===== config.mk =====
export PLATFORM = sky130hd
export DESIGN_NAME = clk_div_gen
export DESIGN_NICKNAME = d
export VERILOG_FILES = /design/src/rtl/clk_gen_pkg.sv /design/src/rtl/clk_div_chan.sv /design/src/rtl/clk_div_gen.sv
export SDC_FILE = /design/constraint.sdc
export NUM_CORES = 1
export LEC_CHECK = 0
export ABC_AREA = 1
export BUFFER_PORTS_ARGS = -buffer_cell sky130_fd_sc_hd__buf_2
export CORE_ASPECT_RATIO = 0.5
export CORE_MARGIN = 2
export CORE_UTILIZATION = 25
export DETAILED_ROUTE_END_ITERATION = 10
export PLACE_DENSITY_LB_ADDON = 0.08
export SLEW_MARGIN = 20
export SYNTH_ARGS = -nofsm -noshare
export SYNTH_HDL_FRONTEND = slang
export SYNTH_SLANG_ARGS = --single-unit

===== constraint.sdc =====
create_clock -name CLKIN_IN -period 8.5 [get_ports CLKIN_IN]
set_input_delay 0.425 -clock CLKIN_IN [delete_from_list [all_inputs] [get_ports CLKIN_IN]]
set_output_delay 0.425 -clock CLKIN_IN [all_outputs]
set_load 0.05 [all_outputs]

===== src/rtl/clk_gen_pkg.sv =====
// Shared constants for the divided-clock generator: FSM state encoding and
// default parameter values.
package clk_gen_pkg;

    localparam int unsigned NCH_DEF          = 4;
    localparam int unsigned CNT_W_DEF        = 8;
    localparam int unsigned RST_PULSE_DEF    = 16;
    localparam int unsigned LOCK_TIMEOUT_DEF = 4096;
    localparam int unsigned LOCK_CYCLES_DEF  = 256;

    localparam int unsigned ST_W = 2;

    localparam logic [ST_W-1:0] ST_RST_DCM   = 2'd0;
    localparam logic [ST_W-1:0] ST_WAIT_LOCK = 2'd1;
    localparam logic [ST_W-1:0] ST_STABLE    = 2'd2;
    localparam logic [ST_W-1:0] ST_RUN       = 2'd3;

endpackage


===== src/rtl/clk_div_chan.sv =====
// One divided-clock channel: a shadow divide/phase register, the active divide
// ratio, a wrapping counter and registered clock/enable outputs.
module clk_div_chan #(
    parameter int unsigned CNT_W = 8
) (
    input  logic             clk_i,
    input  logic             rst_i,
    input  logic             run_i,    // FSM currently in RUN
    input  logic             oen_i,    // FSM in RUN next cycle
    input  logic             load_i,
    input  logic             sync_i,
    input  logic [CNT_W-1:0] div_i,
    input  logic [CNT_W-1:0] phase_i,
    output logic             clk_o,
    output logic             ce_o
);

    localparam logic [CNT_W-1:0] TWO = CNT_W'(2);

    logic [CNT_W-1:0] sh_div_q, sh_ph_q, cur_div_q, cnt_q;
    logic [CNT_W-1:0] cur_div_d, cnt_d;
    logic [CNT_W-1:0] new_div, new_ph, new_eff;
    logic [CNT_W:0]   half_d;
    logic             clk_q, ce_q, clk_d, ce_d, en_d, wrap;

    // A load in this cycle is visible at once, so load+sync act together.
    assign new_div = load_i ? div_i : sh_div_q;
    assign new_ph  = load_i ? phase_i : sh_ph_q;
    assign new_eff = (new_ph < new_div) ? new_ph : '0;
    assign wrap    = (cnt_q == cur_div_q - 1'b1);

    always_comb begin
        cur_div_d = cur_div_q;
        cnt_d     = cnt_q;
        if (!run_i || (cur_div_q < TWO) || sync_i) begin
            cur_div_d = new_div;
            cnt_d     = new_eff;
        end else if (wrap) begin
            cur_div_d = new_div;
            cnt_d     = '0;
        end else begin
            cnt_d = cnt_q + 1'b1;
        end
    end

    // Outputs are decoded from next-state so the flops track the counter exactly.
    always_comb begin
        en_d   = oen_i && (cur_div_d >= TWO);
        half_d = ({1'b0, cur_div_d} + 1'b1) >> 1;
        clk_d  = en_d && ({1'b0, cnt_d} < half_d);
        ce_d   = en_d && (cnt_d == '0);
    end

    always_ff @(posedge clk_i or posedge rst_i) begin
        if (rst_i) begin
            sh_div_q  <= '0;
            sh_ph_q   <= '0;
            cur_div_q <= '0;
            cnt_q     <= '0;
            clk_q     <= 1'b0;
            ce_q      <= 1'b0;
        end else begin
            sh_div_q  <= new_div;
            sh_ph_q   <= new_ph;
            cur_div_q <= cur_div_d;
            cnt_q     <= cnt_d;
            clk_q     <= clk_d;
            ce_q      <= ce_d;
        end
    end

    assign clk_o = clk_q;
    assign ce_o  = ce_q;

endmodule


===== src/rtl/clk_div_gen.sv =====
// Divided-clock generator: sequences the upstream DCM reset/lock handshake and
// runs NCH programmable clock-divider channels once lock is stable.
module clk_div_gen
    import clk_gen_pkg::*;
#(
    parameter int unsigned NCH          = NCH_DEF,
    parameter int unsigned CNT_W        = CNT_W_DEF,
    parameter int unsigned RST_PULSE    = RST_PULSE_DEF,
    parameter int unsigned LOCK_TIMEOUT = LOCK_TIMEOUT_DEF,
    parameter int unsigned LOCK_CYCLES  = LOCK_CYCLES_DEF
) (
    input  logic               CLKIN_IN,
    input  logic               RST_IN,
    input  logic               LOCKED_IN,
    output logic               DCM_RST_OUT,
    input  logic [NCH*CNT_W-1:0] DIV_IN,
    input  logic [NCH*CNT_W-1:0] PHASE_IN,
    input  logic               LOAD_IN,
    input  logic               SYNC_IN,
    output logic [NCH-1:0]     CLK_OUT,
    output logic [NCH-1:0]     CE_OUT,
    output logic               READY_OUT,
    output logic [7:0]         RETRY_CNT_OUT
);

    localparam int unsigned TMR_W = $clog2(LOCK_TIMEOUT + LOCK_CYCLES + RST_PULSE + 1);
    localparam logic [TMR_W-1:0] RST_LAST  = TMR_W'(RST_PULSE - 1);
    localparam logic [TMR_W-1:0] TOUT_LAST = TMR_W'(LOCK_TIMEOUT - 1);
    localparam logic [TMR_W-1:0] STAB_LAST = TMR_W'(LOCK_CYCLES - 1);

    logic [ST_W-1:0]  state_q, state_d;
    logic [TMR_W-1:0] tmr_q, tmr_d;
    logic [7:0]       retry_q, retry_d;
    logic             retry_inc;
    logic             lock_meta_q, lock_sync_q;

    always_comb begin
        state_d   = state_q;
        tmr_d     = tmr_q + 1'b1;
        retry_inc = 1'b0;
        case (state_q)
            ST_RST_DCM: begin
                if (tmr_q == RST_LAST) begin
                    state_d = ST_WAIT_LOCK;
                    tmr_d   = '0;
                end
            end
            ST_WAIT_LOCK: begin
                if (lock_sync_q) begin
                    state_d = ST_STABLE;
                    tmr_d   = '0;
                end else if (tmr_q == TOUT_LAST) begin
                    state_d   = ST_RST_DCM;
                    tmr_d     = '0;
                    retry_inc = 1'b1;
                end
            end
            ST_STABLE: begin
                if (!lock_sync_q) begin
                    state_d = ST_WAIT_LOCK;
                    tmr_d   = '0;
                end else if (tmr_q == STAB_LAST) begin
                    state_d = ST_RUN;
                    tmr_d   = '0;
                end
            end
            ST_RUN: begin
                tmr_d = '0;
                if (!lock_sync_q) begin
                    state_d   = ST_RST_DCM;
                    retry_inc = 1'b1;
                end
            end
            default: begin
                state_d = ST_RST_DCM;
                tmr_d   = '0;
            end
        endcase
    end

    assign retry_d = (retry_inc && (retry_q != 8'hFF)) ? retry_q + 8'd1 : retry_q;

    always_ff @(posedge CLKIN_IN or posedge RST_IN) begin
        if (RST_IN) begin
            state_q     <= ST_RST_DCM;
            tmr_q       <= '0;
            retry_q     <= '0;
            lock_meta_q <= 1'b0;
            lock_sync_q <= 1'b0;
        end else begin
            state_q     <= state_d;
            tmr_q       <= tmr_d;
            retry_q     <= retry_d;
            lock_meta_q <= LOCKED_IN;
            lock_sync_q <= lock_meta_q;
        end
    end

    assign DCM_RST_OUT   = (state_q == ST_RST_DCM);
    assign READY_OUT     = (state_q == ST_RUN);
    assign RETRY_CNT_OUT = retry_q;

    logic run_now, run_next;
    assign run_now  = (state_q == ST_RUN);
    assign run_next = (state_d == ST_RUN);

    for (genvar i = 0; i < NCH; i++) begin : g_chan
        clk_div_chan #(
            .CNT_W(CNT_W)
        ) u_chan (
            .clk_i  (CLKIN_IN),
            .rst_i  (RST_IN),
            .run_i  (run_now),
            .oen_i  (run_next),
            .load_i (LOAD_IN),
            .sync_i (SYNC_IN),
            .div_i  (DIV_IN[i*CNT_W +: CNT_W]),
            .phase_i(PHASE_IN[i*CNT_W +: CNT_W]),
            .clk_o  (CLK_OUT[i]),
            .ce_o   (CE_OUT[i])
        );
    end

endmodule


**Yosys cells after proc, flatten, opt, wreduce, memory -nomap -nowiden**

Index checks and enable logic that the tools add are counted.

- Add/subtract/negate cells: 14
- Multiplexer cells: 45
- Equal/unequal tests: 12
- Reduce and logical (&&, ||, !) cells: 27
- $lt $le $gt $ge: 16

Operators with widths:

| cell | count |
|---|---|
| 2-to-1 mux 8 bit | 28 |
| 2-to-1 mux 13 bit | 5 |
| < comparator 8 bit | 8 |
| case mux 13 bit (4 select lines) | 1 |
| adder 8 x 1 -> 8 bit (second input constant) | 5 |
| adder 8 x 1 -> 9 bit (second input constant) | 4 |
| equality test 8 bit | 4 |
| greater-or-equal comparator 8 x 2 -> 1 bit (second input constant) | 4 |
| logical NOT 8 bit | 4 |
| < comparator 8 x 2 -> 1 bit (second input constant) | 4 |
| subtractor 8 x 1 -> 8 bit (second input constant) | 4 |
| adder 13 x 1 -> 13 bit (second input constant) | 1 |
| equality test 13 x 12 -> 1 bit (second input constant) | 1 |
| equality test 13 x 4 -> 1 bit (second input constant) | 1 |
| equality test 13 x 8 -> 1 bit (second input constant) | 1 |
| logical AND 1 bit | 13 |
| 2-to-1 mux 2 bit | 6 |
| logical OR 1 bit | 8 |
| != test 8 bit (second input constant) | 1 |
| case mux 2 bit (4 select lines) | 1 |
| equality test 2 bit (second input constant) | 3 |
| 2-to-1 mux 1 bit | 3 |
| equality test 2 x 1 -> 1 bit (second input constant) | 1 |
| logical NOT 2 bit | 1 |
| other kinds (2) | 2 |

- Output and inout bits: 18
- Word-level logic and storage cells: 143
- Register bits after elaboration: 161

**Logic depth before layout (Yosys ltp)**

- Word-level depth: 8
- Depth in mapped cells: 27
- Gate-level depth less buffers: 27

**By module**

Synthesis repeated with hierarchy kept, for this count alone.

- Cell total of the unflattened synthesis: 1557
- Area total of the unflattened synthesis: 11273.3 um^2

By module, submodules not included:

| module | area an instance (um^2) | instances | cells each |
|---|---|---|---|
| clk_div_chan | 2454.9 | 4 | 346 |
| clk_div_gen | 1453.9 | 1 | 173 |

**Least setup slack after synthesis**

Ideal clock, no wire load.

- Kind: input to register
- From: input port LOAD_IN
- To: register g_chan[2].u_chan.clk_q
- Arrival: 3165 ps
- Required time: 8429 ps
- Setup slack: 5264 ps
- Stages: 20
- Path buffers: 3
- Cell sequence: inv_2 buf_2 clkbuf_1 clkbuf_1 nand2_1 nand2_1 ha_1 a21oi_1 nor2_1 a211oi_1 nand2_1 nor2_2 nand2_1 o21ai_0 ha_1 a21oi_1 nor2_1 a211oi_1 nand3_1 nor2_1

- Longest elaborated chain between the ends: 6

RTL lines:

| item | RTL line | source |
|---|---|---|
| from (decl) | clk_div_gen.sv:18 | `input logic LOAD_IN,` |
| 2-to-1 mux 8 bit (*) | clk_div_chan.sv:28 | `assign new_ph = load_i ? phase_i : sh_ph_q;` |
| named net g_chan[2].u_chan.new_ph[5] | clk_div_chan.sv:22 | `logic [CNT_W-1:0] new_div, new_ph, new_eff;` |
| < comparator 8 bit | clk_div_chan.sv:29 | `assign new_eff = (new_ph < new_div) ? new_ph : '0;` |
| 2-to-1 mux 8 bit (*) | clk_div_chan.sv:29 |  |
| 2-to-1 mux 8 bit (*) | clk_div_chan.sv:35 | `if (!run_i \|\| (cur_div_q < TWO) \|\| sync_i) begin` |
| named net g_chan[2].u_chan.cnt_d[5] | clk_div_chan.sv:21 | `logic [CNT_W-1:0] cur_div_d, cnt_d;` |
| < comparator 8 bit (*) | clk_div_chan.sv:50 | `clk_d = en_d && ({1'b0, cnt_d} < half_d);` |
| logical AND 1 bit (*) | clk_div_chan.sv:50 |  |
| named net g_chan[2].u_chan.clk_d | clk_div_chan.sv:24 | `logic clk_q, ce_q, clk_d, ce_d, en_d, wrap;` |
| to (signal assigned) | clk_div_chan.sv:67 | `clk_q <= clk_d;` |
| to (decl) | clk_div_chan.sv:24 |  |

The timed path passes the listed nets; every way through them passes the cells marked *.
A chain may end at the register's enable or synchronous reset.

**Worst setup path after layout**

- From: input port LOAD_IN
- To: register g_chan[2].u_chan.clk_q

- Longest elaborated chain between the ends: 6

RTL lines:

| item | RTL line |
|---|---|
| 2-to-1 mux 8 bit, on equally long branches | clk_div_chan.sv:28, clk_div_chan.sv:27 |
| < comparator 8 bit | clk_div_chan.sv:29 |
| 2-to-1 mux 8 bit (*) | clk_div_chan.sv:29 |
| 2-to-1 mux 8 bit (*) | clk_div_chan.sv:35 |
| named net g_chan[2].u_chan.cnt_d[5] | clk_div_chan.sv:21 |
| < comparator 8 bit (*) | clk_div_chan.sv:50 |
| logical AND 1 bit (*) | clk_div_chan.sv:50 |
| named net g_chan[2].u_chan.clk_d | clk_div_chan.sv:24 |

Marks and branches as above.

==> metrics.md <==
| Metric | Value |
|---|---|
| Status | finished clean |
| Cts hold-fix bufs | 0 |
| Synth cell types | 47 |
| CP max stage delay | 580 ps |
| DRT Pass-1 Iters | 4 |
| Crit-path max FO | slightly below 70 |
| Initial DRC Count | about 340 |
| Slew Limit Headroom | 39.6% |
| Synth area leaders | dfrtp_1, nand2_1, ha_1 |
| Startpoint types | input port |
| Flops & latches, synth | 161 |
| RSZ-0062 raised after global routing | no |
| Initial antenna violation count | 1 |
| Die Ht | around 150 um |
| Post-Syn Area per Cell | 7.68 sq um |
| Peak supply drop | about 90 uV |
| Final Hold Fails | 0 |
| Die ar. | between 40000 and 50000 sq um |
| H-tree depth | 4 |
| Area leader, netlist | dfrtp_1 |
| Final setup viols | 0 |
| Antenna fix cells | 0 |
| Final Non-Filler Cells | 2044 |
| Slew Limit Fails | 0 |
| Commonest cells post-synth | nand2_1, inv_1, dfrtp_1 |
| Post-CTS sizing | 0 |
| Cts bufs inserted | 17 |
| Primary FF master, synth | dfrtp_1 |
| IO Count | between 80 and 90 |
| Final period utilization | 49.1% |
| Path type of the worst setup path | input port to flop |
| Avg Vias per Cell | 4.27 |
| Worst EP arrival | approximately 4500 ps |
| First-pass GRT wire length | 49.2 mm |
| Grt ovf | 0 |
| Cell Chain, Critical Path | buf_2 -> buf_4 -> inv_2 -> buf_4 -> or2_2 -> o21ai_0 -> ha_1 -> a21oi_1 -> nor2_1 -> a211oi_1 -> nand2_1 -> nor2_2 -> nand2_1 -> o21ai_0 -> ha_1 -> a21oi_1 -> nor2_1 -> a211oi_1 -> nand3_1 -> nor2_1 |
| Final setup TNS | 0 ps |
| Critical path buffer and inverter count | 4 |
| CTS Sinks | 161 |
| Placed cells | 2012 |
| Final core occ | 29.0% |
| Vias in the first global route | 8965 |
| Port bufs | 86 |
| CP max stage cell | buf_4 |
| Clock Tree Buf Depth | 2 |
| Final #Nets | between 1500 and 2000 |
| Dpl ws | 3810 ps |
| Routed WL | 30.7 mm |
| Vias | 8730 |
| Clock transition at path regs | 80 ps |
| FMAX | 240 MHz |
| Setup Fix Bufs, Post-CTS | 0 |
| Syn Inst Count | 1376 |
| Pwr per Cell Area | between 200 and 250 nW/um^2 |
| Async set or reset register ratio after synthesis | 100% |
| P_leak | roughly 6.2 nW |
| Synth Cell Area | 10600 sq um |
| Most common cell in the synthesized netlist | nand2_1 |
| Max_cap viols | 0 |
| Post-Syn Nets | 1519 |
| Min cycle time layout | 4170 ps |
| DRC | 0 |
| Die width | 295 um |
| Area of the core | between 40000 and 50000 sq um |
| DRT antenna net count | 0 |
| Largest net degree at the start of global routing | between 80 and 90 |
| Number of synthesis warnings | 0 |
| Fraction of the yosys area taken by sequential cells | around two fifths |
| Critical Path End Type | flop |
| Worst slew pin tran | 905 ps |
| Later-pin clock latency in the skew report | 450 ps |
| EDFF count, synth | 0 |
| Placer congestion estimate | 0.801 |
| Setup Skew | approximately 16 ps |
| Hpwl dp | 24.0 mm |
| GRT Total Usage | ~15% |
| Layout Area Growth over Synthesis | 14.6% |
| CTS root buf | clkbuf_16 |
| Most used cell, CP | nor2_1 |
| Worst endpoint required time | a little under 9000 ps |
| Fillers | 4541 |
| Hold Crit Class | input port to flop |
| Yosys top cell area share | 38.1% |
| Delay-heaviest family, CP | buffers and inverters |
| Cell Rows | 53 |
| CTS tree | yes |
| Initial Util | 25.3% |
| Routed len/inst | 15.0 um |
| Share of layout cells above drive strength 1 | between 10% and 20% |
| Setup slack after layout | about 4300 ps |
final timing paths:
check | from | endpoint | slack, ps | cells past startpoint
max in group asynchronous | RST_IN | g_chan[0].u_chan.sh_ph_q[6]$_DFF_PP0_ | 7130 | 3
worst max-delay path | LOAD_IN | g_chan[2].u_chan.clk_o$_DFF_PP0_ | 4330 | 20
worst min-delay path | LOCKED_IN | lock_meta_q$_DFF_PP0_ | 80 | 1
worst max register to register | state_q[0]$_DFF_PP0_ | g_chan[3].u_chan.clk_o$_DFF_PP0_ | 4620 | 17
min in group asynchronous | RST_IN | g_chan[0].u_chan.sh_ph_q[4]$_DFF_PP0_ | 140 | 2
worst min register to register | lock_meta_q$_DFF_PP0_ | lock_sync_q$_DFF_PP0_ | 360 | 0
final cells by class:
cell class                      count  area (sq um)  area share [%]
Multi-Input combinational cell    998          5640            46.5
Sequential cell                   161          4030            33.2
Tap cell                          577           722            5.96
Inverter                          187           707            5.83
Timing Repair Buffer               89           457            3.77
Clock buffer                       17           425            3.51
Clock inverter                     15           141            1.17
through the flow:
stage                     power [mW]  hold slack, ps  area (sq um)
after global placement          1.70             334         11500
after CTS                       2.50            45.6         12100
after global routing            2.64            49.8         12100
final                           2.45            77.7         12100
after detailed placement        1.71             338         11500
after floorplan                 1.50             331         10600
cells by family after synthesis:
group | Yosys count | synth area share, %
simple gates | 735 | 32.1
buf+inv | 217 | 8.57
flops | 161 | 38.1
compound gates | 119 | 6.59
fa+ha+maj | 74 | 8.76
xor+xnor | 65 | 5.39
mux | 5 | 0.485
sequential cells by signal (all words and copies together) (netlist names):
signal,cells
RETRY_CNT_OUT,8
g_chan.u_chan.ce_o,4
g_chan.u_chan.clk_o,4
g_chan.u_chan.cnt_q,32
g_chan.u_chan.cur_div_q,32
g_chan.u_chan.sh_div_q,32
g_chan.u_chan.sh_ph_q,32
lock_meta_q,1
lock_sync_q,1
state_q,2
tmr_q,13
cells in the final DEF (no fill, tap or decap), types with 6 or more instances in the layout:
master     synthesis  routed
xnor2_1           21      21
buf_2              8      86
o21ai_0           49      49
nand3b_1          19      19
inv_1            163     162
nor2_2            25      25
inv_2             24      24
nand3_2            8       8
nor2_1            94      94
o21ai_2           11      11
nor3_1            14      14
or2_2             28      28
o21ai_1            8       8
nand2_2           13      13
nand2_1          400     400
nand4_1           16      16
ha_1              74      74
a21oi_1           35      35
xor2_1            44      44
inv_6              0       8
nand2_4            6       6
clkbuf_16          0      17
dfrtp_1          161     161
nand3_1           93      93
per-layer routing:
metal  up-vias  global-route usage (%)  share of wire (%)
met3        24                    2.38                2.1
met5         -                       0                  0
li1       4501                       -                  -
met1      4120                    18.2                 46
met4         0                    3.52                1.2
met2        85                    26.5                 51
power by group:
group	switching, mW	internal, mW	total (mW)	leakage (nW)
clock network	0.377	0.389	0.766	0.279
registers	0.0824	0.861	0.943	1.95
logic	0.489	0.251	0.739	3.98
Power figures use the tool's default switching activity.
